$ cat src/rtl/axis_pkg.sv
// Shared defaults and beat type for the AXI-Stream receive buffer.
package axis_pkg;
    localparam int AXIS_DATA_W = 8;
    localparam int AXIS_DEPTH  = 16;

    typedef struct packed {
        logic                   last;
        logic [AXIS_DATA_W-1:0] data;
    } axis_beat_t;
endpackage

$ cat src/rtl/axis_fifo_mem.sv
// Storage array for the receive FIFO: one synchronous write port, one
// asynchronous read port so the head entry falls through to the consumer.
module axis_fifo_mem #(
    parameter int WIDTH = 9,
    parameter int DEPTH = 16,
    parameter int AW    = $clog2(DEPTH)
) (
    input  logic             clk,
    input  logic             wr_en,
    input  logic [AW-1:0]    wr_addr,
    input  logic [WIDTH-1:0] wr_data,
    input  logic [AW-1:0]    rd_addr,
    output logic [WIDTH-1:0] rd_data
);
    logic [WIDTH-1:0] mem [DEPTH];

    always_ff @(posedge clk) begin
        if (wr_en) begin
            mem[wr_addr] <= wr_data;
        end
    end

    assign rd_data = mem[rd_addr];
endmodule

$ cat src/rtl/axis_rx_fifo.sv
// AXI-Stream slave-side FIFO with first-word-fall-through pop interface,
// fill level and complete-packet count.
module axis_rx_fifo
    import axis_pkg::*;
#(
    parameter int DATA_W = AXIS_DATA_W,
    parameter int DEPTH  = AXIS_DEPTH,
    localparam int AW    = $clog2(DEPTH)
) (
    input  logic              s_aclk,
    input  logic              s_resetn,
    input  logic              s_tvalid,
    output logic              s_tready,
    input  logic [DATA_W-1:0] s_tdata,
    input  logic              s_tlast,
    input  logic              rd_en,
    output logic [DATA_W-1:0] rd_data,
    output logic              rd_last,
    output logic              empty,
    output logic              full,
    output logic [AW:0]       level,
    output logic [AW:0]       pkt_cnt,
    output logic              rd_err
);
    logic [AW:0]     wp;
    logic [AW:0]     rp;
    logic [DATA_W:0] head;
    logic            push;
    logic            pop;

    // Handshake: a beat transfers on a rising edge where s_tvalid and s_tready
    // are both high; s_tready is a function of stored state only.
    assign push = s_tvalid & s_tready;
    assign pop  = rd_en & ~empty;

    // Wrap bit (MSB) distinguishes full from empty when the indices match.
    assign empty    = (wp == rp);
    assign full     = (wp[AW-1:0] == rp[AW-1:0]) && (wp[AW] != rp[AW]);
    assign level    = wp - rp;
    assign s_tready = ~full;

    axis_fifo_mem #(
        .WIDTH (DATA_W + 1),
        .DEPTH (DEPTH),
        .AW    (AW)
    ) u_mem (
        .clk     (s_aclk),
        .wr_en   (push),
        .wr_addr (wp[AW-1:0]),
        .wr_data ({s_tlast, s_tdata}),
        .rd_addr (rp[AW-1:0]),
        .rd_data (head)
    );

    assign rd_last = head[DATA_W];
    assign rd_data = head[DATA_W-1:0];

    always_ff @(posedge s_aclk or negedge s_resetn) begin
        if (!s_resetn) begin
            wp      <= '0;
            rp      <= '0;
            pkt_cnt <= '0;
            rd_err  <= 1'b0;
        end else begin
            if (push) begin
                wp <= wp + 1'b1;
            end
            if (pop) begin
                rp <= rp + 1'b1;
            end
            case ({push & s_tlast, pop & rd_last})
                2'b10:   pkt_cnt <= pkt_cnt + 1'b1;
                2'b01:   pkt_cnt <= pkt_cnt - 1'b1;
                default: pkt_cnt <= pkt_cnt;
            endcase
            rd_err <= rd_en & empty;
        end
    end
endmodule
$ cat config.mk
export PLATFORM = sky130hd
export DESIGN_NAME = axis_rx_fifo
export DESIGN_NICKNAME = d
export VERILOG_FILES = /design/src/rtl/axis_pkg.sv /design/src/rtl/axis_fifo_mem.sv /design/src/rtl/axis_rx_fifo.sv
export SDC_FILE = /design/constraint.sdc
export NUM_CORES = 1
export LEC_CHECK = 0
export ABC_AREA = 0
export CAP_MARGIN = 20
export CORE_MARGIN = 3
export CORE_UTILIZATION = 64
export DETAILED_ROUTE_END_ITERATION = 6
export PLACE_DENSITY_LB_ADDON = 0.05
export SYNTH_ARGS = -nofsm -noshare
export SYNTH_HDL_FRONTEND = slang
export SYNTH_SLANG_ARGS = --single-unit
$ cat constraint.sdc
create_clock -name s_aclk -period 8 [get_ports s_aclk]
set_input_delay 0.8 -clock s_aclk [delete_from_list [all_inputs] [get_ports s_aclk]]
set_output_delay 0.8 -clock s_aclk [all_outputs]
set_load 0.01 [all_outputs]
==> results.md, run 1 <==
Route:
- The detailed router's first-iteration violation count is 431.
- The detailed router used layers up to and including met4.
- The mean routed wirelength per cell is between 20 and 25 um.
- After detailed routing, the met2 layer carries approximately 6600 um of wire.
- The total DRC errors in the routed layout is 0.
- The detailed router put a total of 5440 um of wire on met1.
- The detailed-route wire length is around 13000 um.
- The detail-routed via count per cell is 6.47.
- The count of nets left with antenna violations once routing finished came out at 0.
- The iteration count of the initial detailed-routing pass is 5.
- Detailed routing placed a total of 904 um of wire on met3.
- For this block, the via count after detailed routing is around 3500.

Die:
- The starting density of the core is 0.669.
- The initialized floorplan defines 36 standard-cell rows.
- Measured along the y axis, the die boundary spans approximately 110 um.
- The core region is 9910 um^2.
- The horizontal die dimension is 108 um.
- 36 I/O pins were placed.
- The overall die area is between 10000 and 15000 um^2.

Timing:
- The final critical-path share of the clock period is 0.502.
- The final number of hold-violating endpoints is 0.
- Setup repair after global routing left no endpoint under its margin.
- The clock skew is around 0.0094 ns.
- Setup violations remaining at the end of the flow were counted as 0.
- The actual transition at the worst max-transition pin is 1.07 ns.
- The remaining max-slew budget at the tightest pin is 0.284.
- Final hold analysis gives a worst-case slack of roughly 0.52 ns.
- The final period demand of the worst path is 4.01 ns.
- The timing-limited maximum frequency is approximately 250 MHz.
- The final total negative setup slack is 0 ns.
- The number of pins exceeding their max-slew limit in the final report is 0.

Synthesis:
- The number of flops mapped to enable cells by yosys is 144.
- The most instantiated flip-flop cell in the synthesis netlist is edfxtp_1.
- In this run, synthesis produced a sequential element count of 160.
- For this run, asynchronously set or reset flops after synthesis account for 0.100.
- The cell taking the most area after synthesis is edfxtp_1.
- Among all cell types in the netlist, the one instantiated most often is edfxtp_1.
- By area the synthesized netlist is led by edfxtp_1, mux4_2, dfrtp_1.
- In the synthesized netlist, the cells that appear most often are edfxtp_1, mux4_2, nand2_1.
- The cell area that synthesis handed to floorplanning was 6630 um^2.
- For this run, the register share of the synthesized area comes to 0.712.
- The number of nets in the synthesized netlist is 374.
- The number of distinct standard cells referenced by the synthesized netlist is 37.
- After synthesis, the mean cell area works out to about 19 um^2.
- The number of warnings issued by yosys is 0.
- The share of synthesized area in the top cell type comes to 0.652.
- The cell count after synthesis is around 350.

Hold path:
- The worst hold path belongs to the class register to register.
- The worst hold path begins at pkt_cnt[2].
- The end point of the worst hold path is pkt_cnt[2].
- The depth of the worst hold-timing path is 2.

Worst setup path:
- The launch point of the worst reg-to-reg path is rp[1].
- The worst setup path is launched from a register.
- The register-to-register setup slack is 4.15 ns.
- Counting cells, the worst reg-to-reg path comes to 11.
- The top fanout value on the critical path is 29.
- The cell with the largest stage delay on the worst path is mux4_1.
- For the worst setup path, the data required time is 7.20 ns.
- The setup path with the least slack is of type register to primary output.
- On the worst path, the slowest cell contributes a delay of about 0.64 ns.
- The buffering stage count on the worst path with inverters included is 2.
- The signal on the critical path passes through buf_4 -> mux4_1 -> a22oi_1 -> nand2_1 -> clkdlybuf4s50_1.
- Data arrives at the worst endpoint at 3.21 ns.
- The endpoint identified for the worst register-to-register timing path is pkt_cnt[4].
- The worst setup path is captured at a primary output.
- The cell family contributing the most delay on the critical path is buffers and inverters.

GRT:
- The via count of the first global-routing pass is around 3600.
- For this run, the total global-route usage over all layers was measured as 0.257.
- Entering global routing, the biggest net connects 40 pins.
- The remaining global-route overflow is 0.
- The initial antenna violation count is 0.
- The wire length of the first global-routing pass is between 20000 and 25000 um.

Finish:
- The count of nets after finishing is 417.
- 0 antenna diodes ended up in the layout.
- The ratio of cells with drive above 1 in the final layout is 0.124.
- The growth of design area from synthesis to finish is 14.3%.

Place:
- The placer congestion estimate is 0.807.
- The HPWL after detailed placement is 7890 um.
- Input and output buffers added on the ports amount to 35.

Clock network:
- The number of setup buffers added after CTS is 0.
- The number of clock buffers added by TritonCTS is 17.
- The worst-skew pair later-pin latency is approximately 0.53 ns.
- The number of gates given a new drive strength after cts is 0.
- In this run the clock root is driven by a clkbuf_8.
- TritonCTS built the clock tree.
- The clock transition at the registers of the reported paths is 0.07 ns.
- The TritonCTS sink count is 160.
- In this run, post-CTS hold repair placed 0 buffers.
- The deepest clock path buffer count is 2.
- The H-tree generated during clock tree synthesis spans 4 levels.

Power:
- Across the VDD grid, the largest voltage drop is 214 uV.
- The final total power is approximately 0.0029 W.
- The power per cell area is 387 nW/um^2.
- The leakage component of the power is 2.63 nW.

Flow run:
- Across the run, the number of max-cap violations was 0.

Run status:
- The run finished with clean final reports.
[routing by layer]
metal | vias up | track usage
li1 | 1489 | -
met1 | 1800 | 0.359
met2 | 138 | 0.395
met3 | 32 | 0.0708
met4 | 0 | 0.0920
met5 | - | 0
[where the power goes]
part | switching (W) | internal, W | total, W
clock | 0.000310 | 0.000411 | 0.000721
sequential | 0.0000876 | 0.00103 | 0.00112
combinational | 0.000550 | 0.000544 | 0.00109
[flip-flops by register name, indices dropped and copies added, names as in the netlist]
register	cells
u_mem.mem	144
rp	5
pkt_cnt	5
wp	5
rd_err	1
[worst max-delay path by stage]
stage	from	endpoint	slack, ns	cells past startpoint
after floorplan	rp[1]	pkt_cnt[4]	5.21	11
after global placement	rp[1]	pkt_cnt[4]	4.32	11
after detailed placement	rp[1]	pkt_cnt[4]	4.23	11
after CTS	rp[0]	rd_data[3]	3.94	5
after global routing	rp[1]	pkt_cnt[4]	3.81	11
final	rp[0]	rd_data[3]	3.99	5
[cell usage in the layout (no fill, tap or decap), drive strengths merged, types with 5 or more instances in the layout]
| cell type | n |
|---|---|
| clkbuf | 22 |
| and3 | 9 |
| inv | 14 |
| a21oi | 5 |
| o21ai | 8 |
| nand2 | 18 |
| clkdlybuf4s50 | 35 |
| ha | 13 |
| dfrtp | 16 |
| and2 | 5 |
| mux4 | 36 |
| edfxtp | 144 |
| xnor2 | 14 |
| nor2 | 8 |
| a22oi | 16 |
| clkinv | 5 |
[stage by stage]
stage	setup slack [ns]	cells	utilization	instance area, um^2
after floorplan	5.21	346	-	6630
after global placement	4.32	503	0.713	7060
after detailed placement	4.23	503	0.713	7060
after CTS	3.94	535	0.765	7580
after global routing	3.81	535	0.765	7580
final	3.99	535	0.765	7580
[layout make-up]
| cell class | instances | area (um^2) |
|---|---|---|
| clock buffers | 22 | 433 |
| clock inverters | 10 | 87.6 |
| fillers | 576 | 2330 |
| inverters | 12 | 45.0 |
| multi-input cells | 161 | 1760 |
| flip-flops and latches | 160 | 4730 |
| well taps | 133 | 166 |
| repair buffers | 37 | 365 |
[tightest hold or removal path, stage by stage, from the launching register on]
cell,delay (ns)
dfrtp_1,0.37
nand2_1,0.06
o21ai_0,0.06
[cell families (layout without fill, tap and decap cells)]
| family | count (synthesis) | in the layout | synth area share |
|---|---|---|---|
| AOI/OAI and AO/OA | 36 | 36 | 0.0360 |
| buffers and inverters | 25 | 81 | 0.0228 |
| muxes | 38 | 38 | 0.133 |
| DFF | 160 | 160 | 0.712 |
| and+or+nand+nor | 56 | 56 | 0.0439 |
| xor gates and xnor gates | 16 | 16 | 0.0211 |
| adders and majority gates | 15 | 15 | 0.0306 |
(Power assumes the default switching activity.)
==> run 2: changes to the inputs <==
--- a/config.mk
+++ b/config.mk
@@ -8,7 +8,7 @@
 export ABC_AREA = 0
 export CAP_MARGIN = 20
 export CORE_MARGIN = 3
-export CORE_UTILIZATION = 64
+export CORE_UTILIZATION = 59
 export DETAILED_ROUTE_END_ITERATION = 6
 export PLACE_DENSITY_LB_ADDON = 0.05
 export SYNTH_ARGS = -nofsm -noshare
==> constraint.sdc (replaced) <==
create_clock -name s_aclk -period 4.2 [get_ports s_aclk]
set_input_delay 0.42 -clock s_aclk [delete_from_list [all_inputs] [get_ports s_aclk]]
set_output_delay 0.42 -clock s_aclk [all_outputs]
set_load 0.01 [all_outputs]
==> results.md, run 2 (synthesized netlist as in run 1, its figures left out) <==
Timing:
- Setup repair after global routing left no endpoint under its margin.
- Dividing the final minimum period by the clock period gives 0.802.
- The post-layout worst setup margin is 0.834 ns (-3.15 ns).
- The number of endpoints failing setup at the final stage was 0 (unchanged).
- The final number of hold-violating endpoints was 0 (unchanged).
- The final total negative setup slack is 0 ns (unchanged).
- The remaining max-slew budget at the tightest pin is 0.306 (+0.0218).
- The clock skew came to 0.00725 ns (-0.00212 ns).
- The actual transition at the worst max-transition pin was 1.04 ns (-0.0326 ns).
- The number of pins exceeding their max-slew limit in the final report is 0 (unchanged).
- For this run, the top clock speed supported by timing is about 300 MHz.
- Counting I/O delays and the setup requirement, the final critical path takes 3.37 ns.

Clock network:
- The deepest clock path buffer count was 2 (unchanged).
- The number of setup buffers added after CTS is 0 (unchanged).
- The number of H-tree branching levels is 4 (unchanged).
- TritonCTS built the clock tree.
- The count of hold buffers inserted by post-cts repair is 0 (unchanged).
- The clock transition at the registers of the reported paths is 0.06 ns (about the same).
- The TritonCTS sink count is 160 (unchanged).
- CTS placed an instance of clkbuf_16 at the clock tree root.
- The total clock buffers created by CTS is 17 (unchanged).
- The worst-skew pair later-pin latency is 0.41 ns (-0.12 ns).
- The number of gates given a new drive strength after cts is 0 (unchanged).

GRT:
- The total track usage is 0.222 (-0.0345).
- The initial antenna violation count is 0 (unchanged).
- The wire length of the first global-routing pass came to 19900 um (-4.5%).
- The maximum number of pins on one net before global-route repair is 24 (-40%).
- The via count of the first global-routing pass was 3344 (-6.0%).
- The remaining global-route overflow is 0 (unchanged).

Finish:
- The most frequent standard cell in the layout excluding fill and tap cells is edfxtp_1.
- Relative to the synthesized area, the layout overhead comes to 16.4%.
- The count of antenna diodes in the layout is 0 (unchanged).
- The flip-flop count of the largest register after layout is 144 (unchanged).
- The library cells used most frequently in the layout, excluding fill and tap cells, are edfxtp_1, clkdlybuf4s50_1, mux4_2, clkbuf_16, nand2_1.
- The ratio of cells with drive above 1 in the final layout is 0.150 (+0.0259).
- The count of nets after finishing is 421 (+0.96%).
- More flip-flops sit in one register than any other, and that register is u_mem.mem.

Hold path:
- The path class of the lowest-slack min-delay path is input port to async pin.

Worst setup path:
- The maximum cell stage delay along the critical path is 0.44 ns (-0.20 ns).
- The launch point of the worst reg-to-reg path is rp[1].
- Walking the worst path, the cells encountered are buf_4 -> inv_1 -> ha_1 -> nand4_1 -> o21a_1 -> nand2_1 -> ha_1 -> fa_1 -> a21oi_1 -> o21ai_0 -> o311ai_0.
- The register-to-register setup slack is 0.83 ns (-3.32 ns).
- Among the stages of the critical path, the cell type that occurs most often is ha_1.
- By startpoint and endpoint, the worst setup path is classified as register to register.
- The worst register-to-register path ends at pkt_cnt[4].
- The buffering stage count on the worst path with inverters included is 2 (unchanged).
- STA classifies the critical path startpoint as a register.
- The largest individual stage delay along the critical path comes from the cell fa_1.
- The critical path data required time was 4.51 ns (-2.69 ns).
- Grouping stages by cell kind, the critical path spends the most delay in adder cells.
- The worst setup path is captured at a register.
- The top fanout value on the critical path is 23 (-21%).
- The worst endpoint data arrival time is 3.67 ns (+0.46 ns).
- The number of cell instances on the worst register-to-register path is 11 (unchanged).
- The total number of cells along the worst setup path is 11 (+6).
- The startpoint of the most critical setup path is rp[1].
- The most critical setup path has its endpoint at pkt_cnt[4].

Route:
- The detail-routed via count per cell is 6.13 (-5.2%).
- The via total after detailed routing is 3347 (-3.2%).
- The detailed-route wire length was 13100 um (-1.8%).
- The number of antenna-violating nets in the routed design is 0 (unchanged).
- The detailed router's first-iteration violation count is 286 (-34%).
- The iteration count of the initial detailed-routing pass is 4 (-1).
- The total DRC errors in the routed layout came to 0 (unchanged).
- The mean routed wirelength per cell is 23.9 um (-3.8%).

Power:
- The leakage component of the power is 2.69 nW (+2.4%).
- The power per cell area was 743 nW/um^2 (+92%).
- The worst supply voltage drop on vdd is 483 uV (+130%).

Place:
- The placer congestion estimate is 0.819 (+1.5%).
- The total half-perimeter wirelength after legalization and detailed placement is 7910 um (+0.14%).
- The worst setup timing slack at the placement stage was 0.810 ns (-3.42 ns).
- The count of buffers from port buffering is 35 (unchanged).

Die:
- The die height is 112 um (+3.9%).
- The total I/O pin count is 36 (unchanged).
- The number of standard-cell rows in the floorplan is 38 (+5.6%).
- The overall die area came to 12600 um^2 (+8.0%).
- The starting density of the core is 0.607 (-0.0628).
- The horizontal die dimension is 112 um (+3.9%).
- The placeable core area is 10900 um^2 (+10%).

Flow run:
- The reported max-cap violation count is 0 (unchanged).

Run status:
- The run finished with clean final reports.
-- run 2: routing by layer --
layer  up-vias  wire, um  share of wire  track usage
met4         0       237          0.018       0.0713
met3        21       937          0.072       0.0658
met1      1730      5370           0.41        0.313
met5         -         0              0            0
met2        99      6520           0.50        0.343
li1       1497         -              -            -
-- run 2: through the flow --
step | std cells | util | cell area [um^2] | hold slack, ns | power (W)
finish | 546 | 0.706 | 7720 | 0.467 | 0.00573
CTS | 546 | 0.706 | 7720 | 0.484 | 0.00578
global placement | 514 | 0.649 | 7100 | 0.510 | 0.00423
detailed placement | 514 | 0.649 | 7100 | 0.527 | 0.00426
global route | 546 | 0.706 | 7720 | 0.519 | 0.00603
floorplan | 346 | - | 6630 | 0.124 | 0.00348
-- run 2: final cells by class --
cell class	count	area, um^2
Clock buffer	24	557
Clock inverter	8	63.8
Fill cell	704	3220
Inverter	12	45.0
Multi-Input combinational cell	161	1760
Sequential cell	160	4730
Tap cell	140	175
Timing Repair Buffer	41	395
-- run 2: worst min-delay path by stage --
stage	slack (ns)	endpoint	startpoint
floorplan	0.12	pkt_cnt[0]	s_resetn
global placement	0.51	pkt_cnt[2]	pkt_cnt[2]
detailed placement	0.53	pkt_cnt[2]	pkt_cnt[2]
CTS	0.48	wp[4]	s_resetn
global route	0.52	wp[4]	s_resetn
finish	0.47	rp[0]	s_resetn
-- run 2: worst reg2reg max path, stage by stage, from the launching register on --
cell	delay [ns]
dfrtp_1	0.34
buf_4	0.33
inv_1	0.15
ha_1	0.33
nand4_1	0.19
o21a_1	0.33
nand2_1	0.12
ha_1	0.33
fa_1	0.44
a21oi_1	0.24
o21ai_0	0.15
o311ai_0	0.31
-- run 2: power breakdown --
group          switching (W)  internal, W
logic                0.00105      0.00105
registers           0.000142      0.00196
clock network       0.000595     0.000934
total                0.00178      0.00395
